$ cat config.mk
export PLATFORM = sky130hd
export DESIGN_NAME = eviction_wb_param
export DESIGN_NICKNAME = d
export VERILOG_FILES = /design/src/rtl/eviction_wb_param.sv
export SDC_FILE = /design/constraint.sdc
export NUM_CORES = 2
export LEC_CHECK = 0
export CAP_MARGIN = 20
export CORE_AREA = 2 2 303 305
export CTS_BUF_LIST = sky130_fd_sc_hd__clkbuf_4
export DETAILED_ROUTE_END_ITERATION = 8
export DIE_AREA = 0 0 305 307
export PLACE_DENSITY = 0.73
export SLEW_MARGIN = 20
export SYNTH_ARGS = -nofsm -noshare
export SYNTH_HDL_FRONTEND = slang
export SYNTH_SLANG_ARGS = --single-unit
$ cat constraint.sdc
create_clock -name clk -period 82.6 [get_ports clk]
set_input_delay 24.78 -clock clk [delete_from_list [all_inputs] [get_ports clk]]
set_output_delay 24.78 -clock clk [all_outputs]
set_load 0.01 [all_outputs]
$ cat src/rtl/eviction_wb_param.sv
// eviction_wb_param: DEPTH-entry eviction write buffer between a cache Wishbone slave port and memory.
// Define EVICTION_WB_COALESCE_EN to merge upstream write hits into the buffered line.
module eviction_wb_param #(
    parameter int ADDR_W = 12,
    parameter int DATA_W = 128,
    parameter int DEPTH  = 4,
    localparam int SEL_W = DATA_W / 8,
    localparam int PTR_W = $clog2(DEPTH),
    localparam int CNT_W = PTR_W + 1
) (
    input  logic              clk,
    input  logic              rst,
    input  logic [ADDR_W-1:0] cpu_adr,
    input  logic [DATA_W-1:0] cpu_dat_m,
    output logic [DATA_W-1:0] cpu_dat_s,
    input  logic [SEL_W-1:0]  cpu_sel,
    input  logic              cpu_stb,
    input  logic              cpu_cyc,
    input  logic              cpu_we,
    output logic              cpu_ack,
    output logic              cpu_rty,
    output logic [ADDR_W-1:0] mem_adr,
    output logic [DATA_W-1:0] mem_dat_m,
    input  logic [DATA_W-1:0] mem_dat_s,
    output logic [SEL_W-1:0]  mem_sel,
    output logic              mem_stb,
    output logic              mem_cyc,
    output logic              mem_we,
    input  logic              mem_ack,
    input  logic              mem_rty,
    input  logic              flush,
    output logic              empty,
    output logic [CNT_W-1:0]  count,
    output logic [2:0]        dbg_state
);
    // Handshakes: an upstream request is cpu_stb & cpu_cyc seen in IDLE and is held by the master
    // until a one-cycle cpu_ack or cpu_rty; downstream strobes stay stable until mem_ack or mem_rty.
    typedef enum logic [2:0] {IDLE, RESP, MEM_RD, RD_RESP, DRAIN} state_t;

    state_t              state_q, state_d;
    logic [DEPTH-1:0]    valid_q, valid_d;
    logic [ADDR_W-1:0]   tag_q  [DEPTH];
    logic [ADDR_W-1:0]   tag_d  [DEPTH];
    logic [DATA_W-1:0]   data_q [DEPTH];
    logic [DATA_W-1:0]   data_d [DEPTH];
    logic [SEL_W-1:0]    mask_q [DEPTH];
    logic [SEL_W-1:0]    mask_d [DEPTH];
    logic [PTR_W-1:0]    head_q, head_d, tail_q, tail_d;
    logic [CNT_W-1:0]    count_q, count_d;
    logic                cpu_ack_q, cpu_ack_d, cpu_rty_q, cpu_rty_d;
    logic [DATA_W-1:0]   cpu_dat_s_q, cpu_dat_s_d;
    logic                mem_stb_q, mem_stb_d, mem_cyc_q, mem_cyc_d, mem_we_q, mem_we_d;
    logic [ADDR_W-1:0]   mem_adr_q, mem_adr_d;
    logic [DATA_W-1:0]   mem_dat_m_q, mem_dat_m_d;
    logic [SEL_W-1:0]    mem_sel_q, mem_sel_d;

    logic                req, full, hit, wr_rty, go_drain, alloc, free;
    logic [PTR_W-1:0]    hit_idx;

    always_comb begin
        hit     = 1'b0;
        hit_idx = '0;
        for (int i = 0; i < DEPTH; i++) begin
            if (valid_q[i] && (tag_q[i] == cpu_adr)) begin
                hit     = 1'b1;
                hit_idx = PTR_W'(i);
            end
        end
    end

    assign full = (count_q == CNT_W'(DEPTH));
    // Suppress re-sampling during the response cycle, while the master is still dropping stb.
    assign req  = cpu_stb && cpu_cyc && !cpu_ack_q && !cpu_rty_q;

    always_comb begin
        wr_rty = cpu_we && (full || flush);
`ifdef EVICTION_WB_COALESCE_EN
        if (state_q == DRAIN && hit && hit_idx == head_q) wr_rty = cpu_we;
`endif
    end

    always_comb begin
        state_d     = state_q;
        valid_d     = valid_q;
        tag_d       = tag_q;
        data_d      = data_q;
        mask_d      = mask_q;
        head_d      = head_q;
        tail_d      = tail_q;
        cpu_ack_d   = 1'b0;
        cpu_rty_d   = 1'b0;
        cpu_dat_s_d = cpu_dat_s_q;
        mem_stb_d   = mem_stb_q;
        mem_cyc_d   = mem_cyc_q;
        mem_we_d    = mem_we_q;
        mem_adr_d   = mem_adr_q;
        mem_dat_m_d = mem_dat_m_q;
        mem_sel_d   = mem_sel_q;
        go_drain    = 1'b0;
        alloc       = 1'b0;
        free        = 1'b0;

        if (req && wr_rty && (state_q == IDLE || state_q == DRAIN)) cpu_rty_d = 1'b1;

        case (state_q)
            IDLE: begin
                if ((full || flush) && count_q != '0) begin
                    go_drain = 1'b1;
                end else if (req && !wr_rty) begin
                    if (cpu_we) begin
                        if (!hit) begin
                            alloc     = 1'b1;
                            cpu_ack_d = 1'b1;
                            state_d   = RESP;
                        end else begin
`ifdef EVICTION_WB_COALESCE_EN
                            for (int b = 0; b < SEL_W; b++) begin
                                if (cpu_sel[b]) data_d[hit_idx][8*b +: 8] = cpu_dat_m[8*b +: 8];
                            end
                            mask_d[hit_idx] = mask_q[hit_idx] | cpu_sel;
                            cpu_ack_d       = 1'b1;
                            state_d         = RESP;
`else
                            go_drain = 1'b1;
`endif
                        end
                    end else if (!hit) begin
                        state_d   = MEM_RD;
                        mem_stb_d = 1'b1;
                        mem_cyc_d = 1'b1;
                        mem_we_d  = 1'b0;
                        mem_adr_d = cpu_adr;
                        mem_sel_d = '1;
                    end else if (&mask_q[hit_idx]) begin
                        cpu_dat_s_d = data_q[hit_idx];
                        cpu_ack_d   = 1'b1;
                        state_d     = RESP;
                    end else begin
                        go_drain = 1'b1;
                    end
                end else if (!req && count_q != '0) begin
                    go_drain = 1'b1;
                end
            end
            RESP, RD_RESP: state_d = IDLE;
            MEM_RD, DRAIN: begin
                if (mem_stb_q && mem_ack) begin
                    mem_stb_d = 1'b0;
                    mem_cyc_d = 1'b0;
                    mem_we_d  = 1'b0;
                    if (state_q == DRAIN) begin
                        free    = 1'b1;
                        state_d = IDLE;
                    end else begin
                        cpu_dat_s_d = mem_dat_s;
                        cpu_ack_d   = 1'b1;
                        state_d     = RD_RESP;
                    end
                end else if (mem_stb_q && mem_rty) begin
                    mem_stb_d = 1'b0;
                end else begin
                    mem_stb_d = 1'b1;
                end
            end
            default: state_d = IDLE;
        endcase

        // Drains always target the oldest entry; pending hits are re-evaluated afterwards.
        if (go_drain) begin
            state_d     = DRAIN;
            mem_stb_d   = 1'b1;
            mem_cyc_d   = 1'b1;
            mem_we_d    = 1'b1;
            mem_adr_d   = tag_q[head_q];
            mem_dat_m_d = data_q[head_q];
            mem_sel_d   = mask_q[head_q];
        end
        if (alloc) begin
            valid_d[tail_q] = 1'b1;
            tag_d[tail_q]   = cpu_adr;
            data_d[tail_q]  = cpu_dat_m;
            mask_d[tail_q]  = cpu_sel;
            tail_d          = tail_q + 1'b1;
        end
        if (free) begin
            valid_d[head_q] = 1'b0;
            head_d          = head_q + 1'b1;
        end
        count_d = count_q + CNT_W'(alloc) - CNT_W'(free);
    end

    always_ff @(posedge clk or posedge rst) begin
        if (rst) begin
            state_q     <= IDLE;
            valid_q     <= '0;
            for (int i = 0; i < DEPTH; i++) begin
                tag_q[i]  <= '0;
                data_q[i] <= '0;
                mask_q[i] <= '0;
            end
            head_q      <= '0;
            tail_q      <= '0;
            count_q     <= '0;
            cpu_ack_q   <= 1'b0;
            cpu_rty_q   <= 1'b0;
            cpu_dat_s_q <= '0;
            mem_stb_q   <= 1'b0;
            mem_cyc_q   <= 1'b0;
            mem_we_q    <= 1'b0;
            mem_adr_q   <= '0;
            mem_dat_m_q <= '0;
            mem_sel_q   <= '0;
        end else begin
            state_q     <= state_d;
            valid_q     <= valid_d;
            tag_q       <= tag_d;
            data_q      <= data_d;
            mask_q      <= mask_d;
            head_q      <= head_d;
            tail_q      <= tail_d;
            count_q     <= count_d;
            cpu_ack_q   <= cpu_ack_d;
            cpu_rty_q   <= cpu_rty_d;
            cpu_dat_s_q <= cpu_dat_s_d;
            mem_stb_q   <= mem_stb_d;
            mem_cyc_q   <= mem_cyc_d;
            mem_we_q    <= mem_we_d;
            mem_adr_q   <= mem_adr_d;
            mem_dat_m_q <= mem_dat_m_d;
            mem_sel_q   <= mem_sel_d;
        end
    end

    assign cpu_ack   = cpu_ack_q;
    assign cpu_rty   = cpu_rty_q;
    assign cpu_dat_s = cpu_dat_s_q;
    assign mem_stb   = mem_stb_q;
    assign mem_cyc   = mem_cyc_q;
    assign mem_we    = mem_we_q;
    assign mem_adr   = mem_adr_q;
    assign mem_dat_m = mem_dat_m_q;
    assign mem_sel   = mem_sel_q;
    assign empty     = (count_q == '0);
    assign count     = count_q;
    assign dbg_state = state_q;
endmodule
==> run_results.csv <==
group,metric,value,unit
outcome,outcome,"completed",
drt,totalWireLength,125000,um
cells_and_area,nets,4207,
yosys,yosysWarningCount,0,
pwr,p_total,1.99,mW
clock_tree,clk_pin_slew_worst_paths,0.06,ns
setup_path,cp.arrival,29.68,ns
floorplanning,fp.coreArea,0.0907,sq mm
drt,via_count,30530,
yosys,async_flop_share,100,%
setup_path,cp-end-kind,"flop",
clock_tree,cts_tree,"yes",
timing,fin_hold_ws,0.484,ns
global_routing,grt_overflow_total,0,
yosys,yosys_most_used_dff,"dfrtp_1",
pwr,p_leak,25.3,nW
yosys,ys_seq_area_share,51.8,%
cells_and_area,fin_util,60.4,%
cells_and_area,area_delta_synth_final,22.4,%
drt,drt-initial-drc-count,2092,
drt,wire_per_inst,23.6,um
clock_tree,cts_resized,0,
flow_run,max-cap-violations,0,
yosys,syn-cell-area,0.0448,sq mm
global_routing,grt_pass1_vias,32648,
clock_tree,hold_buffers,0,
timing,finalCritPeriodShare,34.7,%
pwr,ir_drop,33.5,uV
drt,firstDrtPassIters,5,
floorplanning,boundaryPins,588,
timing,setup-tns-final,0,ns
timing,hold_violations,0,
yosys,synth-edff-count,0,
global_routing,grt_max_degree,191,
drt,vias_per_cell,5.77,
min_path,min_path_type,"reg2reg",
yosys,synth_seq_cells,927,
floorplanning,core.rowCount,111,
setup_path,crit_required,83.61,ns
pwr,cellPowerDensity,36.3,mW/mm^2
clock_tree,post_cts_buffers,0,
timing,slew_headroom,16.2,%
yosys,syn_avg_cell_area,13.8,sq um
cells_and_area,design_area,0.0548,sq mm
timing,clock.fmax,34.9,MHz
place,place_area,0.0513,sq mm
drt,drc,0,
clock_tree,clockBufferDepth,4,
clock_tree,cts.sinks,927,
cells_and_area,drive_gt1_share,37.2,%
setup_path,cp-start-kind,"primary input",
timing,period_needed,28.67,ns
timing,rsz0062_at_grt,"no",
global_routing,grt_pass1_wl,194000,um
global_routing,antenna_found_initial,16,
place,gpl.final_weighted_congestion,0.810,
place,port_buffers,587,
floorplanning,die_y,307,um
drt,ant_nets,0,
floorplanning,dieWidth,305,um
timing,maxSlewViolCount,0,
floorplanning,dieArea,0.0936,sq mm
clock_tree,cts_max_level,5,
clock_tree,root_buffer,"clkbuf_4",
yosys,syn_nets,3546,
timing,tightest_slew,1.26,ns
yosys,synth_cell_type_count,48,
timing,skew,0.0900,ns
global_routing,grt_usage,26.8,%
timing,setup_viol_count_final,0,
clock_tree,clock_latency,1.17,ns
floorplanning,initial_core_util,49.4,%
place,hpwl,77800,um
setup_path,critPathMaxFanout,190,
clock_tree,cts_made_buffers,274,
yosys,postSynthCellCount,3243,
setup_path,worstSetupPathType,"in2reg",
## area by class of cell
cell class	instances	area [sq um]
Multi-Input combinational cell	2034	20300
Clock inverter	55	340
Timing Repair Buffer	638	6290
Antenna cell	15	37.5
Sequential cell	927	23200
Inverter	29	116
Fill cell	7220	35900
Tap cell	1186	1480
Clock buffer	403	3030
## final timing paths
path / to / start / cells after the start / slack (ns)
min reg2reg: cpu_dat_s[65] / cpu_dat_s[65] / 1 / 0.48
min: cpu_dat_s[65] / cpu_dat_s[65] / 1 / 0.48
max in group asynchronous: cpu_dat_s[43] / rst / 6 / 54.72
min in group asynchronous: cpu_dat_s[93] / rst / 2 / 24.16
max reg2reg: mem_adr[6] / tag_q[8] / 10 / 77.94
max: mem_adr[6] / cpu_adr[3] / 11 / 53.93
## cells in the mapped netlist, types with 10 or more instances
| cell | count | area [sq um] |
|---|---|---|
| a211o_1 | 130 | 1140 |
| a21oi_1 | 259 | 1300 |
| buf_1 | 10 | 37.5 |
| buf_2 | 95 | 475 |
| buf_6 | 23 | 259 |
| clkbuf_1 | 122 | 458 |
| dfrtp_1 | 927 | 23200 |
| ha_1 | 10 | 125 |
| inv_1 | 29 | 109 |
| mux2_1 | 24 | 270 |
| mux2_2 | 790 | 8900 |
| mux2_4 | 90 | 1350 |
| mux2i_1 | 145 | 1450 |
| mux4_2 | 156 | 3510 |
| nand2_1 | 15 | 56.3 |
| nand4_1 | 22 | 138 |
| nor2_1 | 277 | 1040 |
| xnor2_1 | 52 | 455 |
## flip-flops by register name, summed over array words and instances, names as in the netlist, 3 cells and up
name and cells:
mask_q 64, data_q 512, dbg_state 3, mem_sel 16, tag_q 48, mem_adr 12
cpu_dat_s 128, valid_q 4, mem_dat_m 128, count 3
## metal layers
layer / up-vias / track usage, % / wire, um
met2: 1056 / 44.1 / 61700
li1: 13399 / - / -
met3: 276 / 6.75 / 8180
met4: 10 / 11.5 / 3880
met1: 15789 / 33.7 / 51000
met5: - / 0 / 70
## cell families (layout without fill, tap and decap cells)
| group | after synthesis | count (layout) | synth area share, % |
|---|---|---|---|
| mux | 1205 | 1205 | 34.6 |
| flops | 927 | 927 | 51.8 |
| buf+inv | 282 | 1125 | 3.04 |
| other cells | 0 | 15 | 0 |
| compound gates | 409 | 409 | 5.76 |
| simple gates | 356 | 356 | 3.41 |
| xor+xnor | 53 | 53 | 1.04 |
| fa+ha+maj | 11 | 11 | 0.324 |
## through the flow
| step | worst slack, ns | std cells |
|---|---|---|
| 6_report | 53.93 | 5287 |
| 5_1_grt | 53.73 | 5284 |
| 4_1_cts | 53.61 | 5270 |
| 3_5_place_dp | 52.39 | 4812 |
| 3_3_place_gp | 52.45 | 4812 |
| 2_1_floorplan | 31.75 | 3243 |
## report_power, final
part / leakage (nW) / switching (mW) / internal (mW) / total (mW)
Combinational: 10.9 / 0.339 / 0.451 / 0.790
Sequential: 12.4 / 0.137 / 0.629 / 0.766
Clock: 2.02 / 0.193 / 0.237 / 0.431
Total: 25.3 / 0.670 / 1.32 / 1.99
## worst max-delay path: stages
cell and delay (ns):
clkdlybuf4s50_1 0.64, xnor2_1 0.34, nand4_1 0.22, nor4_4 0.37, buf_12 0.62, or3_1 0.23, o211ai_2 0.20, o22ai_4 0.16
buf_4 0.79, buf_4 0.80, mux2_2 0.42
## cells in the final DEF (no fill, tap or decap), types with 46 or more instances in the layout
master           synthesis  final
a211o_1                130    130
a21oi_1                259    259
buf_4                    3     46
clkbuf_4                 0    403
clkdlybuf4s50_1          0    587
dfrtp_1                927    925
mux2_2                 790    790
mux2_4                  90     90
mux2i_1                145    145
mux4_2                 156    156
nor2_1                 277    277
xnor2_1                 52     52
No activity file was read; power rests on OpenSTA's default activity.
